### config.mk
export PLATFORM = sky130hd
export DESIGN_NAME = serial_adder_ctrl
export DESIGN_NICKNAME = d
export VERILOG_FILES = /design/src/rtl/serial_adder_ctrl.sv
export SDC_FILE = /design/constraint.sdc
export NUM_CORES = 1
export LEC_CHECK = 0
export CAP_MARGIN = 10
export CORE_UTILIZATION = 47
export DETAILED_ROUTE_END_ITERATION = 16
export PLACE_DENSITY = 0.74
export SLEW_MARGIN = 20
export SYNTH_ARGS = -nofsm -noshare
export SYNTH_HDL_FRONTEND = slang
export SYNTH_SLANG_ARGS = --single-unit
export TNS_END_PERCENT = 100
### constraint.sdc
create_clock -name clk -period 1.5 [get_ports clk]
set_input_delay 0.3 -clock clk [delete_from_list [all_inputs] [get_ports clk]]
set_output_delay 0.3 -clock clk [all_outputs]
set_load 0.03 [all_outputs]
### src/rtl/serial_adder_ctrl.sv
// ---------------------------------------------------------------------------
// serial_adder_ctrl
//
// Bit-serial WIDTH-bit adder. A single full-adder cell is stepped across the
// operands LSB first, one bit per clock, using operand shift registers, a
// carry flop and a bit counter. The host starts one addition at a time with
// start and sees busy while bits are processed and a one-cycle done pulse
// when sum/cout take the new result.
//
// Timeline for a start accepted at edge k:
//   edges k+1 .. k+WIDTH-1 : intermediate bits, busy=1
//   edge  k+WIDTH          : last bit, sum/cout updated, enter DONE
//   edge  k+WIDTH+1        : back to IDLE, a new start may be taken
// ---------------------------------------------------------------------------
module serial_adder_ctrl #(
    parameter int WIDTH = 8
) (
    input  logic             clk,
    input  logic             rst_n,
    input  logic             start,
    input  logic [WIDTH-1:0] a,
    input  logic [WIDTH-1:0] b,
    input  logic             cin,
    output logic             busy,
    output logic             done,
    output logic [WIDTH-1:0] sum,
    output logic             cout
);

    // Counter must reach WIDTH-1. It is sized to hold WIDTH so that
    // WIDTH=1 still gets a one-bit counter.
    localparam int              CNT_W    = $clog2(WIDTH + 1);
    localparam logic [CNT_W-1:0] LAST_BIT = CNT_W'(WIDTH - 1);

    typedef enum logic [1:0] {
        IDLE = 2'd0,
        RUN  = 2'd1,
        DONE = 2'd2
    } state_t;

    state_t           state;
    logic [WIDTH-1:0] a_sr;
    logic [WIDTH-1:0] b_sr;
    logic [WIDTH-1:0] res_sr;
    logic             carry;
    logic [CNT_W-1:0] cnt;

    // Full-adder cell outputs and the result register after this bit.
    logic             bit_sum;
    logic             bit_carry;
    logic [WIDTH-1:0] res_next;

    // Single full-adder cell working on the current operand LSBs.
    always_comb begin
        // NOTE: every combinational output gets a value before any
        // conditional logic, so no path leaves one unassigned and no latch
        // is inferred.
        bit_sum   = a_sr[0] ^ b_sr[0] ^ carry;
        bit_carry = (a_sr[0] & b_sr[0]) | (a_sr[0] & carry) | (b_sr[0] & carry);
        // New sum bit enters from the MSB side so that after WIDTH steps the
        // first (LSB) result bit has travelled down to bit 0. Written as a
        // shift plus MSB overwrite so that WIDTH=1 needs no special case.
        res_next            = res_sr >> 1;
        res_next[WIDTH-1]   = bit_sum;
    end

    // Control FSM, datapath shift registers and registered handshake outputs.
    always_ff @(posedge clk or negedge rst_n) begin
        if (!rst_n) begin
            // NOTE: the datapath registers are cleared along with the control
            // state, so a reset mid-operation leaves nothing stale behind and
            // the reset value of sum/cout is defined.
            state  <= IDLE;
            a_sr   <= '0;
            b_sr   <= '0;
            res_sr <= '0;
            carry  <= 1'b0;
            cnt    <= '0;
            busy   <= 1'b0;
            done   <= 1'b0;
            sum    <= '0;
            cout   <= 1'b0;
        end else begin
            // NOTE: non-blocking assignments throughout, so every register
            // below sees the pre-edge value of the others regardless of
            // statement order.
            case (state)
                IDLE: begin
                    done <= 1'b0;
                    if (start) begin
                        a_sr  <= a;
                        b_sr  <= b;
                        carry <= cin;
                        cnt   <= '0;
                        busy  <= 1'b1;
                        state <= RUN;
                    end
                end

                RUN: begin
                    a_sr   <= a_sr >> 1;
                    b_sr   <= b_sr >> 1;
                    carry  <= bit_carry;
                    res_sr <= res_next;
                    cnt    <= cnt + CNT_W'(1);
                    if (cnt == LAST_BIT) begin
                        // Last bit: publish the completed result.
                        sum   <= res_next;
                        cout  <= bit_carry;
                        busy  <= 1'b0;
                        done  <= 1'b1;
                        state <= DONE;
                    end
                end

                DONE: begin
                    // One-cycle done pulse; start is ignored here.
                    done  <= 1'b0;
                    state <= IDLE;
                end

                default: begin
                    busy  <= 1'b0;
                    done  <= 1'b0;
                    state <= IDLE;
                end
            endcase
        end
    end

endmodule

==> metrics.csv <==
stage;metric;value;unit
setup_path;crit_slowest_cell;dfrtp_1;
finish;final_cell_mix;41 x dfrtp_1, 25 x nand2_1, 18 x a21oi_1, 18 x o21ai_1, 18 x clkdlybuf4s50_1;
global_routing;grt_usage;21.5;%
detailed_routing;highest_layer;met4;
clock_tree;cts_buffer_depth;2;
floorplanning;rows;22;
setup_path;critPathKind;reg2reg;
floorplanning;start_util;50.1;%
global_routing;grt_first_pass_wirelength;6730;um
sta;fin_ws;74.2;ps
clock_tree;clock_latency;300;ps
power;p_leak;0.00111;uW
outcome;outcome;finished, final reports clean;
setup_path;rr_worst_depth;4;
setup_path;cp.required;1690;ps
floorplanning;ios;31;
sta;maxSlewViolCount;0;
clock_tree;cts_tree;built;
sta;worstMarginPinSlew;513;ps
clock_tree;cts_sinks;41;
setup_path;r2r_end;sum[0];
sta;worst_slew_margin_rel;65.8;%
setup_path;r2r_slack;70;ps
sta;fin_hold_ws;50.5;ps
detailed_routing;routed-wl-met2;1990;um
place;place_ws;-38.1;ps
sta;final.period_utilization;95.1;%
clock_tree;clkSlewWorstSetupHoldPaths;80;ps
clock_tree;cts_hold_buf;0;
detailed_routing;num_vias;1419;
setup_path;arrival;1610;ps
power;ir_worst_vdd;0.000961;V
detailed_routing;drc_errors;0;
sta;rsz0062_at_grt;false;
job;max-cap-violations;0;
finish;multi_input_area;800;um2
setup_path;critPathLaunchType;flip-flop;
global_routing;gr-total-overflow;0;
detailed_routing;met3WireLength;138;um
detailed_routing;drt_iter0_markers;81;
finish;drive_above_1_share;15.6;%
detailed_routing;dr.pass1.iters;4;
synth;syn_avg_cell_area;10.9;um2
floorplanning;dieArea;0.00428;mm2
finish;fin_area;0.00237;mm2
synth;ys_ff_latch;41;
floorplanning;chipWidth;65.4;um
floorplanning;coreArea;0.00377;mm2
place;place_area;0.00226;mm2
sta;period_needed;1430;ps
setup_path;worstPathMaxFanout;5;
detailed_routing;drt-met1-wl;1650;um
hold_path;hold_path_class;in2async;
setup_path;slowest_delay;390;ps
global_routing;grt_pass1_vias;1478;
detailed_routing;ant_nets;0;
global_routing;grt_max_degree;42;
sta;fmax;0.701;GHz
finish;diodes;0;
floorplanning;fp.dieH;65.4;um
setup_path;cp_cell_sequence;ha_1 -> and3b_4 -> and2_4 -> mux2_4;
synth;syn-num-nets;196;
detailed_routing;wl;3860;um
synth;synthesis.area;0.00189;mm2
setup_path;r2r-start;cnt[1];
synth;synth_cell_types;26;
clock_tree;post_cts_buffers;0;
setup_path;critPathCaptureType;flip-flop;
place;io_buffers;30;
finish;fin_util;62.9;%
detailed_routing;vias_per_cell;5.46;
sta;skew;7.87;ps
clock_tree;cts_buffers;5;
synth;synth_warnings;0;
finish;nFillCells;304;
finish;final_common_cell;dfrtp_1;
synth;synth_cells;174;
place;place_congestion;0.750;
global_routing;antenna_found_initial;0;
finish;area_growth;25.5;%
finish;fin_nets;233;
sta;setup_viol;0;
finish;regArea;0.00103;mm2
clock_tree;cts-htree-levels;2;
place;hpwl;2590;um
power;powerDensity;2050;mW/mm2
synth;yosysSeqAreaShare;54.3;%
detailed_routing;wl_per_cell;14.8;um
sta;hold_viol_final;0;
clock_tree;cts-root-buf;clkbuf_8;
worst max path at each step:
| stage | endpoint | start | slack [ps] | depth (start not counted) |
|---|---|---|---|---|
| finish | sum[0] | cnt[1] | 70 | 4 |
| global route | sum[3] | cnt[1] | 30 | 4 |
| CTS | sum[0] | cnt[1] | 20 | 4 |
| detailed placement | cnt[3] | start | -40 | 5 |
| global placement | cnt[3] | start | 30 | 5 |
| floorplan | cout | cnt[0] | 10 | 5 |
power breakdown:
group	internal [uW]	leakage, uW	total, uW	switching (uW)
combinational	940	0.000527	2090	1150
sequential	1570	0.000530	1880	313
clock	498	0.0000543	897	399
stage by stage:
stage / TNS (ps) / std cells / total power, uW
CTS: 0 / 259 / 4900
detailed placement: -99.8 / 251 / 4090
finish: 0 / 260 / 4870
global placement: 0 / 251 / 3960
global route: 0 / 260 / 5240
floorplan: 0 / 174 / 3350
logic make-up after synthesis:
family / share of synthesized area [%]
compound gates: 17.7
simple gates: 14.6
flops: 54.3
buf+inv: 3.90
mux: 7.74
fa+ha+maj: 1.72
registers in the layout, summed over array words and instances (netlist names):
signal and count:
state 2, busy 1, cout 1, done 1, sum 8, a_sr 8
b_sr 8, cnt 4, carry 1, res_sr 7
layer usage:
metal,up-vias,global-route usage [%]
li1,679,-
met1,696,25.1
met2,36,37.5
met3,8,4.51
met4,0,9.78
met5,-,0
cell usage after synthesis:
| cell type | number | area, um2 |
|---|---|---|
| inv_1 | 1 | 3.75 |
| nand2_1 | 25 | 93.8 |
| nor2_1 | 4 | 15.0 |
| a22oi_1 | 15 | 113 |
| and3b_4 | 1 | 12.5 |
| buf_2 | 1 | 5.00 |
| o21bai_1 | 1 | 7.51 |
| and2b_1 | 6 | 45.0 |
| mux2_2 | 1 | 11.3 |
| o32ai_1 | 1 | 8.76 |
| o311ai_1 | 1 | 8.76 |
| dfrtp_1 | 41 | 1030 |
| fa_1 | 1 | 20.0 |
| nand3_1 | 2 | 10.0 |
| ha_1 | 1 | 12.5 |
| and2_4 | 1 | 8.76 |
| buf_4 | 3 | 22.5 |
| nand2b_1 | 1 | 6.26 |
| o21ai_1 | 18 | 90.1 |
| buf_12 | 1 | 20.0 |
| nor2b_1 | 12 | 75.1 |
| and2b_4 | 1 | 10.0 |
| clkbuf_1 | 6 | 22.5 |
| a22o_1 | 2 | 17.5 |
| mux2_4 | 9 | 135 |
| a21oi_1 | 18 | 90.1 |
layout make-up:
| type | count | area share (%) |
|---|---|---|
| repair buffers | 40 | 15.6 |
| well taps | 48 | 2.53 |
| flip-flops and latches | 41 | 43.2 |
| multi-input cells | 122 | 33.7 |
| inverters | 1 | 0.158 |
| clock inverters | 3 | 1.95 |
| clock buffers | 5 | 2.90 |
worst max-delay path, delay by kind of cell, from the launching register on:
family / cells / cell delay (ps)
adder cells (fa/ha/maj): 1 / 190
flip-flops: 1 / 390
AND/OR/NAND/NOR: 2 / 430
multiplexers: 1 / 310
timing repair:
| item | in CTS | in global routing |
|---|---|---|
| setup endpoints to repair | 11 | 9 |
| gates resized for setup | 11 | 1 |
| gates cloned | 0 | 1 |
| pin swaps | 0 | 1 |
No activity file was read; power rests on OpenSTA's default activity.
==> variant, RTL diff (config.mk and constraints unchanged) <==
Encoding of `state_t`: now one-hot (3 bits for 3 states).
--- a/src/rtl/serial_adder_ctrl.sv
+++ b/src/rtl/serial_adder_ctrl.sv
@@ -33,8 +33,8 @@
     localparam logic [CNT_W-1:0] LAST_BIT = CNT_W'(WIDTH - 1);
 
-    typedef enum logic [1:0] {
-        IDLE = 2'd0,
-        RUN  = 2'd1,
-        DONE = 2'd2
+    typedef enum logic [2:0] {
+        IDLE = 3'b001,
+        RUN  = 3'b010,
+        DONE = 3'b100
     } state_t;
 
Formal check against the unedited RTL: same outputs for any inputs over 10 cycles, from zero or initial values and one cycle with rst_n low; not proved beyond that.
==> variant against the original RTL <==
  * The flow now finishes with violations (setup timing)
  * Routed wire length shrank 15%
  * Setup slack got worse by 0.092 ns
  * Global-route usage fell by 3.4 points
  * Power down 15%
  * Clock power barely moved
  * Count of clock-buffer cells in the layout stayed put
  * Worst hold slack gained 0.42 ns
  * Final area rose by 2.0%
  * Sequential cell count is 1 higher
  * Area after synthesis is 5.6% lower
  * Critical path type unchanged
  * Largest power group is now sequential cells
  * Highest routed layer unchanged
==> variant: results (changes against the original RTL) <==
STA
  • Final setup viols: 5 (was 0)
  • Fin worst setup slack: -0.0176 ns (was 0.0742 ns)
  • Min Hold Slack: 0.471 ns (was 0.0505 ns)
  • TNS Setup: -0.0318 ns (was 0 ns)
  • Relative slew slack: 0.701 (was 0.658)
  • Layout Skew: 0.00431 ns (was 0.00787 ns)

Final layout
  • Final #Nets: 206 (was 233)
  • Fraction of layout cells with a size suffix above 1: 0.254 (was 0.156)
  • Non-filler cells, final: 233 (was 260)
  • Filler cells: 271 (was 304)

Power and ir drop
  • Clock-net power: 895 uW (was 897 uW)
  • Comb pwr: 1.45 mW (was 2.09 mW)
  • Leak: 1.14 nW (was 1.11 nW)
  • Net Sw Frac: 0.313 (was 0.382)
  • Worst IR Drop VDD: 0.000946 V (was 0.000961 V)

Yosys
  • Top post-synthesis cells by area: dfrtp_1, mux2_2, mux2i_1 (was dfrtp_1, mux2_4, a22oi_1)
  • Commonest cells post-synth: dfrtp_1, mux2i_1, mux2_2 (was dfrtp_1, nand2_1, a21oi_1, o21ai_1, a22oi_1)
  • Mapped Nets: 160 (was 196)
  • Post-synthesis register bit count: 42 (was 41)
  • Mean area per synthesized cell: 12.9 um2 (was 10.9 um2)
  • Sequential area share after synthesis: 0.590 (was 0.543)

Worst setup path
  • Crit-path max FO: 7 (was 5)
  • Max incr delay on CP: 0.43 ns (was 0.39 ns)
  • Critical Path Source: state[1] (was cnt[1])
  • CP top delay family: multiplexers (was simple AND/OR/NAND/NOR gates)
  • WP data arrival: 1.75 ns (was 1.61 ns)
  • Critical Path Sink: cnt[2] (was sum[0])
  • Crit-path slowest cell: or3b_4 (was dfrtp_1)

Global routing
  • First-pass GRT wire length: 5480 um (was 6730 um)
  • Vias in the first global route: 1264 (was 1478)
  • Total GRT Usage: 0.181 (was 0.215)
  • Largest net degree at the start of global routing: 25 (was 42)

Clocking
  • PostCTS Resize Cnt: 13 (was 11)

Drt
  • Via density: 5.08 (was 5.46)
  • WL/cell: 14.1 um (was 14.8 um)
  • Initial DRC Count: 20 (was 81)

Outcome
  • Failing checks: setup timing
  • Status: complete, but fails checks (was complete, no violations)

Place
  • Worst slack at placement: -0.230 ns (was -0.0381 ns)
  • Placed Instance Area: 2250 um2 (was 2260 um2)
[variant: layout make-up]
type | count | area [um2] | share of cell area
clock buffer | 5 | 68.8 | 0.0284
clock inverter | 3 | 45.0 | 0.0186
inverter | 1 | 3.75 | 0.00155
multi-input combinational | 88 | 709 | 0.293
sequential | 42 | 1050 | 0.435
tap | 48 | 60.1 | 0.0248
timing repair buffer | 46 | 480 | 0.199
[variant: cell families (layout without fill, tap and decap cells)]
family | count (synthesis) | in the layout | synth area share
buffers and inverters | 8 | 55 | 0.0210
muxes | 36 | 36 | 0.215
DFF | 42 | 42 | 0.590
and+or+nand+nor | 27 | 27 | 0.0821
xor gates and xnor gates | 2 | 2 | 0.00982
adders and majority gates | 2 | 2 | 0.0182
AOI/OAI and AO/OA | 21 | 21 | 0.0645
[variant: metal layers]
layer	global-route usage	wire length [um]	up-vias
met2	0.302	1630	33
met4	0.0938	75	0
li1	-	-	574
met3	0.0435	136	8
met1	0.215	1450	569
met5	0	0	-
